File: src/rtl/gray_bcd_display.sv
// Gray-coded switch word -> synchronise, debounce, Gray-to-binary, double-dabble BCD -> 7-segment digits.
// Optional feature macro: GRAY_BCD_BLANK_LEADING_EN (blank leading zero digits above digit 0).
module gray_bcd_display #(
  parameter int WIDTH           = 8,
  parameter int DIGITS          = 3,
  parameter int DEBOUNCE_CYCLES = 50000,
  parameter int ACT_THRESHOLD   = 128
) (
  input  logic                  clock50,
  input  logic                  reset_n,
  input  logic [WIDTH-1:0]      gray_in,
  output logic [7*DIGITS-1:0]   seg,
  output logic [WIDTH-1:0]      led,
  output logic [WIDTH-1:0]      value_bin,
  output logic                  actuator,
  output logic                  busy,
  output logic                  done
);
  localparam int CW = $clog2(DEBOUNCE_CYCLES + 1);
  localparam int IW = $clog2(WIDTH + 1);
  localparam int BW = 4 * DIGITS;
  localparam int SW = BW + WIDTH;
  localparam logic [CW-1:0] DB_MAX    = CW'(DEBOUNCE_CYCLES);
  localparam logic [IW-1:0] ITER_LAST = IW'(WIDTH - 1);
  localparam logic [31:0]   THRESH    = 32'(ACT_THRESHOLD);

  typedef enum logic [1:0] {S_IDLE, S_CONVERT, S_LOAD} state_t;
  state_t r_state, w_state_next;

  logic [WIDTH-1:0]    r_sync1, r_sync2, r_cand, r_last, r_bin;
  logic [CW-1:0]       r_db_cnt;
  logic                r_first;
  logic [SW-1:0]       r_shreg, w_shreg_adj;
  logic [IW-1:0]       r_iter;
  logic [WIDTH-1:0]    w_cand_bin;
  logic                w_accept;
  logic [7*DIGITS-1:0] w_seg, r_seg;
  logic [DIGITS-1:0]   w_blank;
  logic [WIDTH-1:0]    r_value;
  logic                r_act, r_done;

  function automatic logic [6:0] seg7(input logic [3:0] n);
    case (n)
      4'd0:    seg7 = 7'h3F;
      4'd1:    seg7 = 7'h06;
      4'd2:    seg7 = 7'h5B;
      4'd3:    seg7 = 7'h4F;
      4'd4:    seg7 = 7'h66;
      4'd5:    seg7 = 7'h6D;
      4'd6:    seg7 = 7'h7D;
      4'd7:    seg7 = 7'h07;
      4'd8:    seg7 = 7'h7F;
      4'd9:    seg7 = 7'h6F;
      default: seg7 = 7'h00;
    endcase
  endfunction

  // Debounce keeps running regardless of FSM state so a word settling mid-conversion is ready at IDLE.
  always_ff @(posedge clock50 or negedge reset_n) begin
    if (!reset_n) begin
      r_sync1  <= '0;
      r_sync2  <= '0;
      r_cand   <= '0;
      r_db_cnt <= '0;
    end else begin
      r_sync1 <= gray_in;
      r_sync2 <= r_sync1;
      if (r_sync2 != r_cand) begin
        r_cand   <= r_sync2;
        r_db_cnt <= '0;
      end else if (r_db_cnt != DB_MAX) begin
        r_db_cnt <= r_db_cnt + CW'(1);
      end
    end
  end

  // Binary bit i is the XOR of all Gray bits at or above i.
  for (genvar gi = 0; gi < WIDTH; gi++) begin : g_gray2bin
    assign w_cand_bin[gi] = ^r_cand[WIDTH-1:gi];
  end

  assign w_accept = (r_db_cnt == DB_MAX) && (r_state == S_IDLE) &&
                    ((r_cand != r_last) || r_first);

  for (genvar gi = 0; gi < DIGITS; gi++) begin : g_digit
    logic [3:0] w_nib;
    assign w_nib = r_shreg[WIDTH+4*gi +: 4];
    assign w_shreg_adj[WIDTH+4*gi +: 4] = (w_nib >= 4'd5) ? w_nib + 4'd3 : w_nib;
`ifdef GRAY_BCD_BLANK_LEADING_EN
    assign w_blank[gi] = (gi != 0) && !(|r_shreg[SW-1:WIDTH+4*gi]);
`else
    assign w_blank[gi] = 1'b0;
`endif
    assign w_seg[7*gi +: 7] = w_blank[gi] ? 7'h00 : seg7(w_nib);
  end
  assign w_shreg_adj[WIDTH-1:0] = r_shreg[WIDTH-1:0];

  always_comb begin
    w_state_next = r_state;
    case (r_state)
      S_IDLE:    if (w_accept) w_state_next = S_CONVERT;
      S_CONVERT: if (r_iter == ITER_LAST) w_state_next = S_LOAD;
      S_LOAD:    w_state_next = S_IDLE;
      default:   w_state_next = S_IDLE;
    endcase
  end

  always_ff @(posedge clock50 or negedge reset_n) begin
    if (!reset_n) begin
      r_state <= S_IDLE;
      r_shreg <= '0;
      r_iter  <= '0;
      r_bin   <= '0;
      r_last  <= '0;
      r_first <= 1'b1;
      r_seg   <= '0;
      r_value <= '0;
      r_act   <= 1'b0;
      r_done  <= 1'b0;
    end else begin
      r_state <= w_state_next;
      r_done  <= 1'b0;
      case (r_state)
        S_IDLE: begin
          if (w_accept) begin
            r_shreg <= {{BW{1'b0}}, w_cand_bin};
            r_bin   <= w_cand_bin;
            r_last  <= r_cand;
            r_first <= 1'b0;
            r_iter  <= '0;
          end
        end
        S_CONVERT: begin
          r_shreg <= w_shreg_adj << 1;
          r_iter  <= r_iter + IW'(1);
        end
        S_LOAD: begin
          r_seg   <= w_seg;
          r_value <= r_bin;
          r_act   <= (32'(r_bin) >= THRESH);
          r_done  <= 1'b1;
        end
        default: ;
      endcase
    end
  end

  assign seg       = r_seg;
  assign led       = r_sync2;
  assign value_bin = r_value;
  assign actuator  = r_act;
  assign busy      = (r_state == S_CONVERT) || (r_state == S_LOAD);
  assign done      = r_done;
endmodule

File: config.mk
export PLATFORM = sky130hd
export DESIGN_NAME = gray_bcd_display
export DESIGN_NICKNAME = d
export VERILOG_FILES = /design/src/rtl/gray_bcd_display.sv
export SDC_FILE = /design/constraint.sdc
export NUM_CORES = 1
export LEC_CHECK = 0
export ABC_AREA = 1
export ABC_CLOCK_PERIOD_IN_PS = 2000
export CORE_MARGIN = 2
export CORE_UTILIZATION = 50
export CTS_CLUSTER_DIAMETER = 30
export DETAILED_ROUTE_END_ITERATION = 16
export GPL_TIMING_DRIVEN = 1
export PLACE_DENSITY = 0.78
export SLEW_MARGIN = 15
export SYNTH_ARGS = -nofsm -noshare
export SYNTH_HDL_FRONTEND = slang
export SYNTH_SLANG_ARGS = --single-unit
File: constraint.sdc
create_clock -name clock50 -period 2 [get_ports clock50]
set_input_delay 0.5 -clock clock50 [delete_from_list [all_inputs] [get_ports clock50]]
set_output_delay 0.5 -clock clock50 [all_outputs]
set_load 0.05 [all_outputs]
=== Word-level counts from Yosys, hierarchy flattened ===
Memory sizes are Yosys's and may differ from the RTL's. A register that Yosys moved wholly into a read port is not among the register bits.
Index checks and enable logic that the tools add are counted.

* Equal/unequal tests: 9
* $add $sub $neg: 5
* Muxes and demuxes: 13
* Reductions and logical operators: 20
* Magnitude comparators: 4

{| class="wikitable"
|+ Operator list
! operator !! number
|-
| case mux 20 bit (2 select lines) || 1
|-
| two-way mux 16 bit || 2
|-
| two-way mux 20 bit || 1
|-
| adder 16 x 1 -> 16 bit, second input constant || 1
|-
| == test 16 bit, second input constant || 1
|-
| != test 16 bit, second input constant || 1
|-
| != test 8 bit || 2
|-
| >= comparator 4 x 3 -> 1 bit, second input constant || 3
|-
| two-way mux 4 bit || 3
|-
| adder 4 x 2 -> 4 bit, second input constant || 2
|-
| >= comparator 8 bit, second input constant || 1
|-
| case mux 4 bit (2 select lines) || 1
|-
| parity 8 bit || 1
|-
| parity 7 bit || 1
|-
| AND reduction 2 bit || 3
|-
| parity 6 bit || 1
|-
| parity 5 bit || 1
|-
| adder 4 x 1 -> 4 bit, second input constant || 1
|-
| == test 4 x 3 -> 1 bit, second input constant || 1
|-
| two-way mux 2 bit || 2
|-
| != test 2 bit, second input constant || 2
|-
| case mux 2 bit (2 select lines) || 1
|-
| nonzero test 2 bit || 2
|-
| parity 4 bit || 1
|-
| other kinds (11) || 15
|}

* Register bits after elaboration: 93
* Output and inout port bits: 40
* Memories kept: 3
* Memory bits (read-only): 336

{| class="wikitable"
|+ Memory list
! name !! depth !! width !! read ports !! clocked after memory_dff !! wr ports !! line !! RTL
|-
| (name not given) || 16 || 7 || 1 || 1 || 0 || 43 || <nowiki>case (n)</nowiki>
|-
| (name not given) || 16 || 7 || 1 || 1 || 0 || 43 ||
|-
| (name not given) || 16 || 7 || 1 || 1 || 0 || 43 ||
|}

=== Logic depth before layout (Yosys ltp) ===
Gate-level depths: netlist of run 1.

* Depth in word-level cells: 5
* Gate-level depth with buffers: 13

=== Worst setup path after synthesis of run 1 ===
OpenSTA, ideal clock, no wires.

* Kind: reg2reg
* From: register r_db_cnt[0]
* To: register r_shreg[18]
* Path buffers: 1
* Library setup time: 0.074 ns
* Cell stages (with the launch flop): 12
* Arrival time: 1.503 ns
* Slack: 0.423 ns
* Cell sequence: dfrtp_1 inv_1 ha_1 nand3_1 nor3_2 nand2_2 nor2_4 nand2_4 nand2_8 buf_8 nand2_2 o21ai_2

* Cells in the longest elaborated chain, start to end: 5

{| class="wikitable"
|+ Ends and longest elaborated chain
! item !! line !! RTL
|-
| start: declaration || 31 || <nowiki>logic [CW-1:0] r_db_cnt;</nowiki>
|-
| start signal: assignment || 72 || <nowiki>r_db_cnt <= r_db_cnt + CW'(1);</nowiki>
|-
| == test 16 bit || 82 || <nowiki>assign w_accept = (r_db_cnt == DB_MAX) && (r_state == S_IDLE) &&</nowiki>
|-
| logical AND 1 bit (2 in a row) || 82 ||
|-
| != test 2 bit (no source line) || - ||
|-
| AND reduction 2 bit (no source line) || - ||
|-
| end signal: assignment || 126 || <nowiki>r_shreg <= {{BW{1'b0}}, w_cand_bin};</nowiki>
|-
| end signal: assignment || 134 || <nowiki>r_shreg <= w_shreg_adj << 1;</nowiki>
|-
| end: declaration || 33 || <nowiki>logic [SW-1:0] r_shreg, w_shreg_adj;</nowiki>
|}

No other way between the ends.
A chain may end at the register's enable or synchronous reset.

=== Worst setup path after layout of run 1 ===
* From: register r_state[0]
* To: output busy

* Cells in the longest elaborated chain, start to end: 2
* Elaborated cells between the ends (all ways): 3
* Classes of those cells: eq/ne (2); reduce/logical (1)

{| class="wikitable"
|+ Ends and longest elaborated chain
! item !! line !! RTL
|-
| start: declaration || 28 || <nowiki>state_t r_state, w_state_next;</nowiki>
|-
| start signal: assignment || 121 || <nowiki>r_state <= w_state_next;</nowiki>
|-
| == test 2 x 1 -> 1 bit / == test 2 bit (equally long branches) || 152 || <nowiki>assign busy = (r_state == S_CONVERT) || (r_state == S_LOAD);</nowiki>
|-
| logical OR 1 bit * || 152 ||
|-
| end: declaration || 16 || <nowiki>output logic busy,</nowiki>
|}

Mark *: on every way between the ends. The rest lies on a longest branch, timed or not.

==> impl_results.md, run 1 <==
* Worst-Skew Late Latency at 420 ps
* Final ANT Viol Nets at 0
* Number of global-route vias before repair at 4471
* First drt pass iteration count at 5
* Max Slew Vio Count at 0
* Outcome: finished, final reports clean
* Via density at 5.27
* Pre-CTS setup slack at 170 ps
* Worst Tran Pin Value at 538 ps
* Ys Warns at 0
* Post-synth top area share at 49.5%
* Hold buffer count at CTS at 0
* Hold slack at 54.8 ps
* F_max at 0.527 GHz
* CP top delay family: flip-flops
* Dpl cells at 833
* Row count at 38
* CTS HTree Levels at 4
* Initial DRC count at 255
* Post-synth cell types at 40
* P per Cell Area at 855 nW/um^2
* Final core utilization at 62.7%
* Layout Nets at 750
* R2r startpoint: r_db_cnt[1]
* Tot GR Track Use at 20.5%
* Setup TNS at 0 ps
* Post-Route WL at 11.7 mm
* Setup crit end kind: output pin
* Syn Area/Cell at 8.53 sq um
* Largest net degree at the start of global routing at 43
* Register area at 2830 sq um
* Total CTS buffers at 17
* Tmin final at 1900 ps
* CTS tree: done
* Share of layout cells above drive strength 1 at 14.3%
* CTS max path bufs at 2
* Worst reg2reg endpoint: r_shreg[9]
* Layout Skew at 8.02 ps
* WP buf/inv at 2
* Area grow syn2layout at 21.0%
* Leak pwr at 3.44 nW
* Slowest stage delay, CP at 390 ps
* Final Wtd Congestion at 0.822
* Die width at 110 um
* Antenna Cells at 0
* Total grt overflow at 0
* Unrepaired setup endpoints after global routing: true
* Seq/Total Area, Yosys at 49.9%
* Clock root buffer: clkbuf_16
* Fin. Hold Viols at 0
* Post-DR wirelength/cell at 13.6 um
* Cells along the critical path: inv_1, ha_1, buf_12
* CP Data Arrival Time at 1400 ps
* Full die area at 12200 sq um
* Type of the worst setup path: reg2out
* Boundary Pins at 50
* Data required, critical path at 1500 ps
* # setup viols final at 0
* Initial core utilization at 51.8%
* Relative slew slack at 63.8%
* Tcrit/Tclk final at 94.9%
* First-pass GRT wire length at 20.7 mm
* Hold Crit Class: in2async
* Syn nets at 700
* # port buffers at 49
* DIE HEIGHT at 110 um
* Synth Instances at 664
* VDD IR-drop max at 0.681 mV
* Netlist Area Pre-Place at 5670 sq um
* Antenna violations before repair at 0
* Area of the multi-input gates at 2410 sq um
* Post-route setup slack at 102 ps
* Worst Reg-to-Reg Cells at 10
* Clock-pin slew on the worst setup and hold paths at 50 ps
* FF-to-FF setup slack at 130 ps
* Crit Path Max Fanout at 3
* Area leader, netlist: dfrtp_1
* MaxCap Viol Count at 0
* Fill count at 875
* Synthesized flop and latch total at 113
* Synth area leaders: dfrtp_1 49%, nand2_1 12%, ha_1 5.7%
* # DRC at 0
* Startpoint Class: flip-flop
* # clock sinks at 113
* Vias at 4561
* Non-Filler Instances at 866
* Post-DP HPWL at 7.72 mm
* CP max-delay cell: dfrtp_1
* Core area at 10900 sq um
==> registers in the layout (all words and copies together) (netlist names) <==
| signal | cells |
|---|---|
| seg | 21 |
| r_shreg | 20 |
| r_db_cnt | 16 |
| led | 8 |
| r_cand | 8 |
| r_last | 8 |
| r_sync1 | 8 |
| value_bin | 8 |
| r_bin | 7 |
| r_iter | 4 |
| r_state | 2 |
| actuator | 1 |
| done | 1 |
| r_first | 1 |
==> worst max-delay path by stage <==
stage	from	endpoint	slack (ps)	depth (start not counted)
5_1_grt	r_db_cnt[0]	r_shreg[3]	-20	10
6_report	r_state[0]	busy	100	3
3_3_place_gp	r_db_cnt[0]	r_shreg[19]	290	10
2_1_floorplan	r_db_cnt[0]	r_shreg[18]	420	11
4_1_cts	r_state[0]	busy	90	3
3_5_place_dp	r_db_cnt[0]	r_shreg[19]	170	10
==> cell usage in the layout (no fill, tap or decap), types with 6 or more instances in the layout <==
master             n
nor3_1             8
o21ai_0           54
a21oi_1           27
nand3_1           29
xor2_1             6
clkdlybuf4s50_1    8
ha_1              26
o21ai_2           11
nor2_1            53
a211oi_1           6
buf_4             33
xnor2_1           11
dlygate4sd2_1     16
inv_1             58
dfrtp_1          111
clkbuf_16         17
nand2_2            7
nand2_1          184
==> per-stage QoR <==
| stage | instance area (sq um) | total power, W |
|---|---|---|
| 2_1_floorplan | 5670 | 0.00250 |
| 5_1_grt | 6850 | 0.00605 |
| 4_1_cts | 6830 | 0.00591 |
| 6_report | 6850 | 0.00586 |
| 3_3_place_gp | 6210 | 0.00260 |
| 3_5_place_dp | 6210 | 0.00261 |
==> area by class of cell <==
cell class	instances	area share [%]
sequential	113	41.3
tap	140	2.56
multi-input combinational	456	35.2
timing repair buffer	61	8.00
clock buffer	21	6.72
clock inverter	10	2.67
inverter	65	3.56
==> synthesized netlist by cell type <==
master,count
nand2_1,184
dfrtp_1,112
inv_1,58
nor2_1,54
o21ai_0,54
nand3_1,29
a21oi_1,27
ha_1,26
clkbuf_1,17
o21ai_2,11
xnor2_1,11
nor3_1,8
nand2_2,7
a211oi_1,6
xor2_1,6
inv_2,5
nand3_2,5
buf_4,4
nand4_1,4
o21ai_1,4
buf_2,3
buf_6,3
nor3b_1,3
a31oi_1,2
clkinv_1,2
nor2_2,2
nor3_2,2
o21a_1,2
o22a_1,2
a21o_1,1
a22oi_1,1
and3_1,1
buf_12,1
buf_8,1
clkbuf_2,1
dfstp_2,1
nand2_4,1
nand2_8,1
nor2_4,1
o21bai_1,1
==> repair_timing <==
| item | 4_1_cts | 5_1_grt |
|---|---|---|
| cloned | 0 | 0 |
| buffers inserted | 0 | 2 |
| endpoints found under the setup margin | 16 | 19 |
| gates resized for setup | 16 | 2 |
==> metal layers <==
metal / track usage [%] / share of wire [%] / up-vias / wire length (um)
li1: - / - / 2231 / -
met3: 5.49 / 4.6 / 18 / 536
met1: 25.3 / 44 / 2185 / 5110
met2: 34.5 / 50 / 127 / 5920
met4: 7.92 / 1.5 / 0 / 172
met5: 0 / 0 / - / 0
==> report_power, final <==
part | leakage (nW) | internal [W] | total, W | switching, W
sequential | 1.52 | 0.00231 | 0.00234 | 0.0000241
combinational | 1.61 | 0.0000780 | 0.000226 | 0.000148
clock | 0.317 | 0.00226 | 0.00329 | 0.00103
==> logic make-up (layout without fill, tap and decap cells) <==
logic type	count (synthesis)	in the layout	synth area share [%]
simple gates	302	302	23.0
fa+ha+maj	26	26	5.74
xor+xnor	17	17	2.63
buf+inv	95	157	7.53
flops	113	113	49.9
compound gates	111	111	11.2
Power figures use the tool's default switching activity.
==> run 2, diff against run 1 <==
--- a/config.mk
+++ b/config.mk
@@ -7,12 +7,13 @@
 export LEC_CHECK = 0
 export ABC_AREA = 1
 export ABC_CLOCK_PERIOD_IN_PS = 2000
-export CORE_MARGIN = 2
+export CORE_MARGIN = 10
 export CORE_UTILIZATION = 50
 export CTS_CLUSTER_DIAMETER = 30
 export DETAILED_ROUTE_END_ITERATION = 16
 export GPL_TIMING_DRIVEN = 1
 export PLACE_DENSITY = 0.78
+export REMOVE_ABC_BUFFERS = 1
 export SLEW_MARGIN = 15
 export SYNTH_ARGS = -nofsm -noshare
 export SYNTH_HDL_FRONTEND = slang
==> impl_results.md, run 2 (synthesis results as in run 1) <==
* Final Wtd Congestion at 0.861
* First drt pass iteration count at 5
* Data required, critical path at 2270 ps
* Worst-Skew Late Latency at 410 ps
* Max reg flops at 21
* Worst Hold End: led[4]
* Relative slew slack at 64.4%
* Tcrit/Tclk final at 97.6%
* Antenna violations before repair at 0
* Post-Route WL at 12.5 mm
* CTS tree: done
* Final non-filler cell area at 6850 sq um
* Combinational fraction of design power at 4.2%
* Switching share of total power at 22.3%
* DIE HEIGHT at 126 um
* Layout Nets at 756
* Via density at 5.24
* Unrepaired setup endpoints after global routing: true
* P per Cell Area at 786 nW/um^2
* Boundary Pins at 50
* CP Data Arrival Time at 2230 ps
* Hold path start: r_sync1[4]
* # port buffers at 49
* # clock sinks at 113
* Initial core utilization at 51.6%
* Tmin final at 1950 ps
* R2r startpoint: r_db_cnt[1]
* Worst reg2reg endpoint: r_last[1]
* Leak pwr at 3.39 nW
* Die width at 126 um
* FF-to-FF setup slack at 50 ps
* Setup TNS at 0 ps
* DP Area at 6150 sq um
* CTS max path bufs at 2
* Fin. Hold Viols at 0
* Total CTS buffers at 17
* Max Slew Vio Count at 0
* Worst Reg-to-Reg Cells at 10
* Tot GR Track Use at 15.3%
* Vias at 4572
* Post-DR wirelength/cell at 14.3 um
* First-pass GRT wire length at 20.6 mm
* Row count at 38
* Post-DP HPWL at 8.12 mm
* # DRC at 0
* Clock root buffer: clkbuf_16
* Startpoint Class: flip-flop
* F_max at 0.512 GHz
* Area grow syn2layout at 20.8%
* Core area at 11000 sq um
* MaxCap Viol Count at 0
* Fill count at 882
* Setup crit end kind: flip-flop
* Full die area at 16000 sq um
* Antenna Cells at 0
* CTS HTree Levels at 4
* Type of the worst setup path: reg2reg
* Worst Tran Pin Value at 528 ps
* Clock power share at 52.3%
* Sw power at 0.00120 W
* Commonest cells after routing, fill and taps aside: 184 x nand2_1, 111 x dfrtp_1, 58 x inv_1
* Initial DRC count at 339
* Final ANT Viol Nets at 0
* Reg power frac at 43.5%
* Hold Crit Class: reg2reg
* # setup viols final at 0
* Layout Skew at 7.13 ps
* Total grt overflow at 0
* Hold depth at 0
* Share of layout cells above drive strength 1 at 17.1%
* Int Power at 0.00418 W
* Number of global-route vias before repair at 4509
* Largest net degree at the start of global routing at 66
* Outcome: finished, final reports clean
* Most common cell after layout, fill and taps aside: nand2_1
* VDD IR-drop max at 0.670 mV
* Crit Path Max Fanout at 10
* Clock-pin slew on the worst setup and hold paths at 50 ps
## run 2: cell count changes in the layout (fill, tap and decap cells not counted), sizes merged
cell         delta
clkbuf          +2
clkinvlp        +4
bufinv          -4
dlygate4sd3     +1
buf            +16
dlygate4sd2    -15
nand2           +3
## run 2: critical path: stages (launching register included)
cell and delay [ps]:
dfrtp_1 420, inv_1 80, ha_1 160, nand3_1 100, nor3_2 250, nand2_2 150
nor2_4 210, buf_4 170, nand2_4 90, nand2_1 90, o21ai_0 100
## run 2: cell type report
cell class	count	area [sq um]	share of cell area [%]
flip-flops and latches	113	2830	41.3
multi-input cells	459	2470	36.0
well taps	140	175	2.56
clock inverters	10	85.1	1.24
clock buffers	22	474	6.93
repair buffers	64	572	8.35
inverters	65	244	3.56
## run 2: worst max-delay path by stage
stage	slack (ps)	endpoint	from	depth (start not counted)
6_report	50	r_last[1]	r_db_cnt[1]	10
3_3_place_gp	230	r_last[7]	r_db_cnt[0]	10
4_1_cts	70	r_bin[4]	r_db_cnt[0]	10
5_1_grt	-50	r_last[7]	r_db_cnt[1]	10
3_5_place_dp	70	r_shreg[9]	r_db_cnt[0]	10
2_1_floorplan	70	seg[2]	r_state[0]	6
## run 2: what timing repair did
item | 4_1_cts | 5_1_grt
cloned | 0 | 4
gates resized for setup | 1 | 7
hold buffers | 1 | 0
endpoints found under the hold margin | 9 | 0
setup endpoints to repair | 1 | 33
buffers inserted | 0 | 5
pin swaps | 0 | 4
## run 2: metrics by stage
stage	total power, W	utilization (%)	hold slack (ps)	setup WS (ps)	std cells
4_1_cts	0.00543	61.1	348	69.6	864
5_1_grt	0.00558	62.3	351	-53.4	873
6_report	0.00538	62.3	348	47.1	873
3_3_place_gp	0.00260	56.0	333	235	831
2_1_floorplan	0.00249	-	204	66.2	634
3_5_place_dp	0.00261	56.0	336	72.8	831
## run 2: power groups by stage
stage	sequential, W	clock (W)	combinational [W]
5_1_grt	0.00234	0.00298	0.000261
2_1_floorplan	0.00240	0	0.0000906
6_report	0.00234	0.00281	0.000226
3_5_place_dp	0.00238	0	0.000228
4_1_cts	0.00234	0.00286	0.000231
3_3_place_gp	0.00238	0	0.000222
## run 2: routing by layer
metal	global-route usage [%]	vias to the layer above	routed length [um]
met2	25.6	116	6270
met3	4.58	20	652
met4	5.29	0	194
met5	0	-	0
met1	18.2	2195	5380
li1	-	2241	-
